## config.mk

```make
export PLATFORM = sky130hd
export DESIGN_NAME = layer_serializer
export DESIGN_NICKNAME = d
export VERILOG_FILES = /design/src/rtl/nn_config_pkg.sv /design/src/rtl/layer_serializer.sv
export SDC_FILE = /design/constraint.sdc
export NUM_CORES = 1
export LEC_CHECK = 0
export ABC_AREA = 1
export BUFFER_PORTS_ARGS = -buffer_cell sky130_fd_sc_hd__buf_2
export CORE_MARGIN = 2
export CORE_UTILIZATION = 50
export CTS_CLUSTER_SIZE = 8
export DETAILED_ROUTE_END_ITERATION = 10
export PLACE_DENSITY = 0.71
export SYNTH_ARGS = -nofsm -noshare
export SYNTH_HDL_FRONTEND = slang
export SYNTH_SLANG_ARGS = --single-unit
```

## constraint.sdc

```tcl
create_clock -name clk -period 11.9 [get_ports clk]
set_input_delay 1.785 -clock clk [delete_from_list [all_inputs] [get_ports clk]]
set_output_delay 1.785 -clock clk [all_outputs]
set_load 0.01 [all_outputs]
```

## src/rtl/nn_config_pkg.sv

```systemverilog
// Layer sizes for the neuron pipeline and the serializer state encoding.
package nn_config_pkg;
    localparam int NN_L1      = 30;
    localparam int DATA_WIDTH = 16;
    localparam int CNT_WIDTH  = 8;

    typedef enum logic {SER_IDLE, SER_SHIFT} ser_state_t;
endpackage

```

## src/rtl/layer_serializer.sv

```systemverilog
// Gathers per-lane layer results, then streams them one per cycle (lane 0 two cycles after the last lane lands), no backpressure.
// Define LAYER_SER_OVERRUN_CNT_EN to add the saturating overrun_cnt port.
module layer_serializer
    import nn_config_pkg::*;
#(
    parameter int nn         = NN_L1,
    parameter int data_width = DATA_WIDTH
`ifdef LAYER_SER_OVERRUN_CNT_EN
    ,
    parameter int cnt_width  = CNT_WIDTH
`endif
) (
    input  logic                       clk,
    input  logic                       rst,
    input  logic [nn-1:0]              i_valid,
    input  logic [nn*data_width-1:0]   i_data_flat,
    output logic                       x_valid,
    output logic [data_width-1:0]      x_out,
    output logic                       x_last,
    output logic                       busy
`ifdef LAYER_SER_OVERRUN_CNT_EN
    ,
    output logic [cnt_width-1:0]       overrun_cnt
`endif
);

    localparam int IW = (nn > 1) ? $clog2(nn) : 1;
    localparam logic [IW-1:0] LAST_IDX = IW'(nn - 1);

    logic [data_width-1:0] cap_bank   [nn];
    logic [data_width-1:0] shift_bank [nn];
    logic [nn-1:0]         mask;
    logic [nn-1:0]         cap_en;
    logic [IW-1:0]         idx;
    logic [IW-1:0]         idx_nxt;
    ser_state_t            state;
    logic                  full;
    logic                  last_cycle;
    logic                  transfer;

    always_comb begin
        full       = &mask;
        last_cycle = (state == SER_SHIFT) && (idx == LAST_IDX);
        transfer   = full && ((state == SER_IDLE) || last_cycle);
        idx_nxt    = idx + 1'b1;
        // A transfer empties the capture bank on this same edge, so every pulse lands
        cap_en     = transfer ? i_valid : (i_valid & ~mask);
    end

    always_ff @(posedge clk) begin
        if (rst) begin
            mask    <= '0;
            idx     <= '0;
            state   <= SER_IDLE;
            x_valid <= 1'b0;
            x_out   <= '0;
            x_last  <= 1'b0;
            busy    <= 1'b0;
        end else begin
            mask <= (transfer ? '0 : mask) | cap_en;
            if (transfer) begin
                state   <= SER_SHIFT;
                idx     <= '0;
                x_valid <= 1'b1;
                x_out   <= cap_bank[0];
                x_last  <= (LAST_IDX == '0);
                busy    <= 1'b1;
            end else if (state == SER_SHIFT) begin
                if (last_cycle) begin
                    state   <= SER_IDLE;
                    idx     <= '0;
                    x_valid <= 1'b0;
                    x_out   <= '0;
                    x_last  <= 1'b0;
                    busy    <= 1'b0;
                end else begin
                    idx    <= idx_nxt;
                    x_out  <= shift_bank[idx_nxt];
                    x_last <= (idx_nxt == LAST_IDX);
                end
            end
        end
    end

    // Data banks carry no reset: the mask and state decide what is ever read out
    always_ff @(posedge clk) begin
        for (int j = 0; j < nn; j++) begin
            if (cap_en[j]) cap_bank[j] <= i_data_flat[j*data_width +: data_width];
        end
        if (transfer) shift_bank <= cap_bank;
    end

`ifdef LAYER_SER_OVERRUN_CNT_EN
    localparam int PW = $clog2(nn + 1);
    localparam int SW = ((cnt_width > PW) ? cnt_width : PW) + 1;
    localparam logic [SW-1:0] CNT_MAX = SW'({cnt_width{1'b1}});

    logic [nn-1:0] overrun;
    logic [PW-1:0] ov_num;
    logic [SW-1:0] cnt_sum;

    always_comb begin
        overrun = transfer ? '0 : (i_valid & mask);
        ov_num  = '0;
        for (int j = 0; j < nn; j++) ov_num = ov_num + PW'(overrun[j]);
        cnt_sum = SW'(overrun_cnt) + SW'(ov_num);
    end

    always_ff @(posedge clk) begin
        if (rst)                    overrun_cnt <= '0;
        else if (cnt_sum > CNT_MAX) overrun_cnt <= '1;
        else                        overrun_cnt <= cnt_width'(cnt_sum);
    end
`endif

endmodule
```

==> flow_metrics.py, run 1 <==
metrics = {
    "status": {
        "outcome": "finished clean",
    },
    "synthesis": {
        "syn_area_mm2": 0.0360,
        "syn_inst": 2386,
        "synth-edff-count": 960,
        "synth-adder-area-share_pct": 0.104,
        "synthMostInstantiatedCell": "edfxtp_1",
        "synth_fp_nets": 2901,
        "synth_xor_area_share_pct": 0.0243,
        "synth_top_area_cell": "edfxtp_1",
        "ys_seq_elements": 1014,
        "postSynthAreaPerCell_um2": 15.1,
        "synth_compound_area_share_pct": 2.99,
        "synth_top_family_by_area": "simple AND/OR/NAND/NOR gates",
        "synthMuxAreaShare_pct": 0,
        "synth_area_leaders": "edfxtp_1, nand2_1, nand3_1",
        "synth-seq-area-share_pct": 83.1,
        "synth_cell_types": 26,
        "synth_common_cells": "edfxtp_1, nand2_1, nand3_1",
        "ys_warn_count": 0,
        "yosys.area_share.simple_pct": 11.5,
        "synthFlopType": "edfxtp_1",
        "async_reset_ff_share_pct": 0,
        "synth_top_area_share_pct": 80.1,
    },
    "critical_path": {
        "cp_max_fo": 101,
        "crit_buf_inv": 3,
        "slowest_stage": "inv_4",
        "crit_arrival_ns": 6.18,
        "r2r-end": "x_out[7]$_SDFFE_PP0P_",
        "crit_path_start_kind": "register",
        "path_cells": "buf_4 > inv_8 > ha_4 > inv_4 > nand3_1 > a21oi_1 > nor2_1 > nand2_1 > nand3_1 > nand2_1 > nand2_1 > nand2_1",
        "max_stage_delay_ns": 0.94,
        "r2r-start": "idx[0]$_SDFFE_PP0P_",
        "critPathCaptureType": "register",
        "r2r_slack_ns": 6.40,
        "reg2reg_depth": 12,
        "cpMostUsedCell": "nand2_1",
        "path_delay_family": "buffers and inverters",
        "required_ns": 12.58,
        "crit_type": "register to register",
    },
    "detailed_routing": {
        "wl_mm": 108,
        "met2_wirelength_mm": 52.5,
        "highest_layer": "met5",
        "vias": 22600,
        "drt-initial-drc-count": 3373,
        "first_pass_iters": 7,
        "met3_length_mm": 11.3,
        "avgViaCountPerCell": 5.63,
        "drtAntennaViolNets": 0,
        "met1_length_mm": 38.2,
        "routedWlPerCell_um": 26.9,
        "drcViolationCount": 0,
    },
    "global_routing": {
        "grt_first_pass_wirelength_mm": 150,
        "grt_usage_pct": 29.0,
        "grt_pass1_vias": 22400,
        "grt_max_degree": 102,
        "antenna_found_initial": 19,
        "grt_overflow": 0,
    },
    "place": {
        "place_congestion": 0.959,
        "post-place-ws_ns": 6.68,
        "dp_cells": 3786,
        "dp_hpwl_mm": 73.3,
        "port_buffers": 530,
        "post_dp_cell_area_mm2": 0.0396,
    },
    "final_layout": {
        "drive_above_1_share_pct": 25.2,
        "syn2layout_area_growth_pct": 21.8,
        "stdcell_count": 4013,
        "num-fill-cells": 5296,
        "fin_nets": 3497,
        "postLayoutCoreUtil_pct": 61.4,
        "finalInstanceArea_mm2": 0.0438,
    },
    "sta": {
        "min_period_ns": 5.50,
        "finalSetupViolCount": 0,
        "final.setup.worst_slack_ns": 6.40,
        "worst_pin_slew_ns": 1.19,
        "grt_setup_unrepaired": "no",
        "max_freq_mhz": 182,
        "timing.final.crit_share_pct": 46.2,
        "hold_ws_ns": 0.384,
        "setup_tns_ns": 0,
        "drv_slew": 0,
        "finalHoldViolations": 0,
        "maxSlewHeadroom_pct": 20.9,
        "skew_ns": 0.0454,
    },
    "floorplanning": {
        "initial_core_util_pct": 50.4,
        "dieWidth_um": 272,
        "num_rows": 98,
        "io_pins": 531,
        "die_h_um": 272,
        "die-area_mm2": 0.0742,
        "core-area_mm2": 0.0714,
    },
    "clocking": {
        "clockBufferDepth": 3,
        "cts_resized": 0,
        "post_cts.repair.setup_buffers": 0,
        "htreeDepth": 4,
        "path_clk_slew_ns": 0.06,
        "clock-sinks": 1014,
        "cts_buffers": 144,
        "clk_latency_ns": 0.74,
        "cts-root-buf": "clkbuf_16",
        "hold_buffers": 0,
        "cts_tree": "yes",
    },
    "worst_hold_path": {
        "whs_path_depth": 0,
        "min_path_type": "register to register",
        "holdPathEnd": "shift_bank[409]$_DFFE_PP_",
        "worstHoldStart": "cap_bank[409]$_DFFE_PP_",
    },
    "power_and_ir_drop": {
        "powerDensity_mw_per_mm2": 183,
        "total_leakage_power_nw": 16.4,
        "power_mw": 8.03,
        "peakVddDrop_mv": 0.138,
    },
    "flow_run": {
        "maxCapViolCount": 0,
    },
}
-- registers in the layout, summed over array words and instances, names as in the netlist --
register	cells
busy	1
cap_bank	480
idx	5
mask	30
shift_bank	480
state	1
x_last	1
x_out	16
-- per-layer routing --
layer | vias to the layer above | track usage, %
li1 | 9811 | -
met1 | 11000 | 36.5
met2 | 1529 | 46.9
met3 | 269 | 6.78
met4 | 6 | 15.5
met5 | - | 0
-- report_power, final --
part	internal (mW)	switching (mW)
combinational	0.0743	0.137
clock	2.24	1.51
sequential	4.03	0.0384
-- layout make-up --
type | count | area (um2) | area share, %
multi-input cells | 1198 | 5390 | 12.3
clock inverters | 15 | 350 | 0.799
diodes | 9 | 22.5 | 0.0514
well taps | 950 | 1190 | 2.71
flip-flops and latches | 1014 | 29900 | 68.2
repair buffers | 565 | 2920 | 6.65
inverters | 59 | 234 | 0.534
clock buffers | 203 | 3820 | 8.72
-- logic make-up after synthesis --
logic type | count (synthesis)
AO/OA/AOI/OAI | 208
XOR/XNOR | 1
adder cells (fa/ha/maj) | 3
buffers and inverters | 174
flip-flops | 1014
AND/OR/NAND/NOR | 986
-- cell usage in the layout (no fill, tap or decap), types with 3 or more instances in the layout --
cell type  count
diode_2        9
inv_2          4
buf_2        530
o22ai_1       14
clkbuf_16    144
nand4_1        3
edfxtp_1     960
nand2_2        4
inv_16         3
o211ai_1       5
clkinv_16      8
dfxtp_1       53
o21ai_1        4
nand3_1      306
inv_1         52
a21oi_2       26
o21ai_0       79
nor2_1       117
nand2_1      552
a21oi_1       76
buf_4         35
clkbuf_1      59
-- worst max path at each step --
| stage | depth (start not counted) | startpoint | end |
|---|---|---|---|
| final | 12 | idx[0]$_SDFFE_PP0P_ | x_out[7]$_SDFFE_PP0P_ |
| after global routing | 12 | idx[0]$_SDFFE_PP0P_ | x_out[7]$_SDFFE_PP0P_ |
| after CTS | 12 | idx[0]$_SDFFE_PP0P_ | x_out[5]$_SDFFE_PP0P_ |
| after detailed placement | 12 | idx[0]$_SDFFE_PP0P_ | x_out[5]$_SDFFE_PP0P_ |
| after global placement | 12 | idx[0]$_SDFFE_PP0P_ | x_out[6]$_SDFFE_PP0P_ |
| after floorplan | 6 | idx[0]$_SDFFE_PP0P_ | shift_bank[0]$_DFFE_PP_ |
Note: power is estimated with default switching activity, not from simulation.
==> run 2: changes to the inputs <==
- clock period: 11.9 -> 5.1 ns (I/O delays scaled with it)
==> run 2 against run 1 <==
Hold slack got worse by 0.16 ns. First-iteration DRC count decreased by 11%. Die area unchanged. Flip-flop and latch count unchanged. Fmax increased by 36%. Cell count about the same. Global-route usage decreased by 0.27 points. Worst setup slack got worse by 5.3 ns. Critical path type unchanged. Highest routed layer unchanged.
==> flow_metrics.py, run 2 (synthesized netlist as in run 1, its figures left out) <==
metrics = {
    "clocking": {
        "cts-root-buf": "clkbuf_16",
        "htreeDepth": 4,
        "clock-sinks": 1014,
        "cts_tree": "yes",
        "post_cts.repair.setup_buffers": 0,
        "clk_latency_ns": 0.71,
        "path_clk_slew_ns": 0.05,
        "hold_buffers": 0,
        "cts_buffers": 145,
        "cts_resized": 0,
        "clockBufferDepth": 3,
    },
    "global_routing": {
        "grt_max_degree": 187,
        "grt_first_pass_wirelength_mm": 149,
        "antenna_found_initial": 22,
        "grt_usage_pct": 28.7,
        "grt_pass1_vias": 22400,
        "grt_overflow": 0,
    },
    "detailed_routing": {
        "wl_mm": 108,
        "first_pass_iters": 9,
        "drcViolationCount": 0,
        "vias": 22500,
        "avgViaCountPerCell": 5.59,
        "drt-initial-drc-count": 3018,
        "drtAntennaViolNets": 0,
        "routedWlPerCell_um": 26.8,
    },
    "worst_hold_path": {
        "worstHoldStart": "i_data_flat[169]",
        "holdPathEnd": "cap_bank[313]$_DFFE_PP_",
        "whs_path_depth": 1,
        "min_path_type": "input port to register",
    },
    "floorplanning": {
        "num_rows": 98,
        "dieWidth_um": 272,
        "die-area_mm2": 0.0742,
        "io_pins": 531,
        "initial_core_util_pct": 50.4,
        "core-area_mm2": 0.0714,
        "die_h_um": 272,
    },
    "power_and_ir_drop": {
        "powerDensity_mw_per_mm2": 426,
        "total_leakage_power_nw": 16.4,
        "peakVddDrop_mv": 0.401,
    },
    "final_layout": {
        "stdcell_count": 4016,
        "final_common_cell": "edfxtp_1",
        "reg_top3": "cap_bank: 480 flops, shift_bank: 480 flops, mask: 30 flops",
        "fin_nets": 3498,
        "final_cell_mix": "edfxtp_1, nand2_1, buf_2",
        "syn2layout_area_growth_pct": 21.6,
        "drive_above_1_share_pct": 25.2,
        "num-fill-cells": 5306,
    },
    "sta": {
        "finalSetupViolCount": 0,
        "min_period_ns": 4.05,
        "finalHoldViolations": 0,
        "timing.final.crit_share_pct": 79.3,
        "setup_tns_ns": 0,
        "max_freq_mhz": 247,
        "hold_ws_ns": 0.226,
        "grt_setup_unrepaired": "no",
        "maxSlewHeadroom_pct": 15.0,
        "worst_pin_slew_ns": 1.27,
        "skew_ns": 0.0205,
        "drv_slew": 0,
    },
    "place": {
        "place_congestion": 0.949,
        "dp_cells": 3786,
        "dp_hpwl_mm": 73.1,
        "port_buffers": 530,
    },
    "critical_path": {
        "crit_type": "register to register",
        "slowest_stage": "dfxtp_4",
        "path_cells": "inv_8 > ha_4 > inv_4 > buf_4 > nand3_1 > nand3_1 > nand3_1 > nand3_1 > nand2_1 > nand2_1 > nand2_1",
        "crit_arrival_ns": 4.64,
        "r2r_slack_ns": 1.05,
        "critPathCaptureType": "register",
        "r2r-start": "idx[0]$_SDFFE_PP0P_",
        "reg2reg_depth": 11,
        "cpMostUsedCell": "nand3_1",
        "crit_path_start_kind": "register",
        "cp_max_fo": 95,
        "max_stage_delay_ns": 0.67,
        "required_ns": 5.70,
        "r2r-end": "x_out[2]$_SDFFE_PP0P_",
    },
    "flow_run": {
        "maxCapViolCount": 0,
    },
    "status": {
        "outcome": "finished clean",
    },
}
==> run 2: changes by cell type in the layout (fill, tap and decap cells not counted) <==
cell        previous run  this run
clkinv_16              8         1
inv_16                 3         2
clkbuf_16            144       148
clkinv_2               0         1
clkbuf_1              59        56
buf_12                 0         1
clkinvlp_4             0         1
buf_4                 35        34
diode_2                9        14
inv_6                  2         5
==> run 2: layer usage <==
| metal | routed length, um | up-vias | global-route usage (%) | part of all wire [%] |
|---|---|---|---|---|
| met3 | 11100 | 228 | 7.26 | 10 |
| met2 | 53100 | 1359 | 47.0 | 49 |
| met1 | 39200 | 11000 | 36.6 | 36 |
| met4 | 4070 | 12 | 12.2 | 3.8 |
| li1 | - | 9819 | - | - |
| met5 | 70 | - | 0 | 0.065 |
==> run 2: layout make-up <==
type	instances	area [um2]	share of cell area [%]
Clock buffer	204	3910	8.94
Multi-Input combinational cell	1198	5390	12.3
Sequential cell	1014	29900	68.3
Clock inverter	12	159	0.363
Timing Repair Buffer	565	2930	6.69
Inverter	59	234	0.535
Tap cell	950	1190	2.72
Antenna cell	14	35.0	0.0801
==> run 2: power by group <==
part | internal [mW] | total [mW] | switching (mW)
Clock | 5.27 | 8.65 | 3.38
Combinational | 0.172 | 0.488 | 0.316
Sequential | 9.41 | 9.49 | 0.0847
==> run 2: worst max-delay path by stage <==
stage                         from                       to  slack [ns]  depth (start not counted)
5_1_grt        idx[0]$_SDFFE_PP0P_    x_out[2]$_SDFFE_PP0P_        0.92                         11
4_1_cts        idx[0]$_SDFFE_PP0P_    x_out[2]$_SDFFE_PP0P_        1.13                         11
3_3_place_gp   idx[0]$_SDFFE_PP0P_    x_out[6]$_SDFFE_PP0P_        1.27                         10
6_report       idx[0]$_SDFFE_PP0P_    x_out[2]$_SDFFE_PP0P_        1.05                         11
3_5_place_dp   idx[0]$_SDFFE_PP0P_    x_out[2]$_SDFFE_PP0P_        1.20                         11
2_1_floorplan  idx[0]$_SDFFE_PP0P_  shift_bank[0]$_DFFE_PP_        0.30                          6
==> run 2: through the flow <==
step | cell area, um2 | total power, mW | utilization, % | worst slack [ns]
after floorplan | 36000 | 9.71 | - | 0.297
after global routing | 43700 | 19.1 | 61.3 | 0.916
after global placement | 39700 | 10.1 | 55.6 | 1.27
after CTS | 43700 | 18.7 | 61.3 | 1.13
final | 43800 | 18.6 | 61.3 | 1.05
after detailed placement | 39700 | 10.1 | 55.6 | 1.20
==> run 2: worst max-delay path: cells and delay by family (launching register included) <==
kind / cells / cell delay, ns
DFF: 1 / 0.67
and+or+nand+nor: 7 / 1.08
buffers and inverters: 3 / 1.49
adders and majority gates: 1 / 0.56
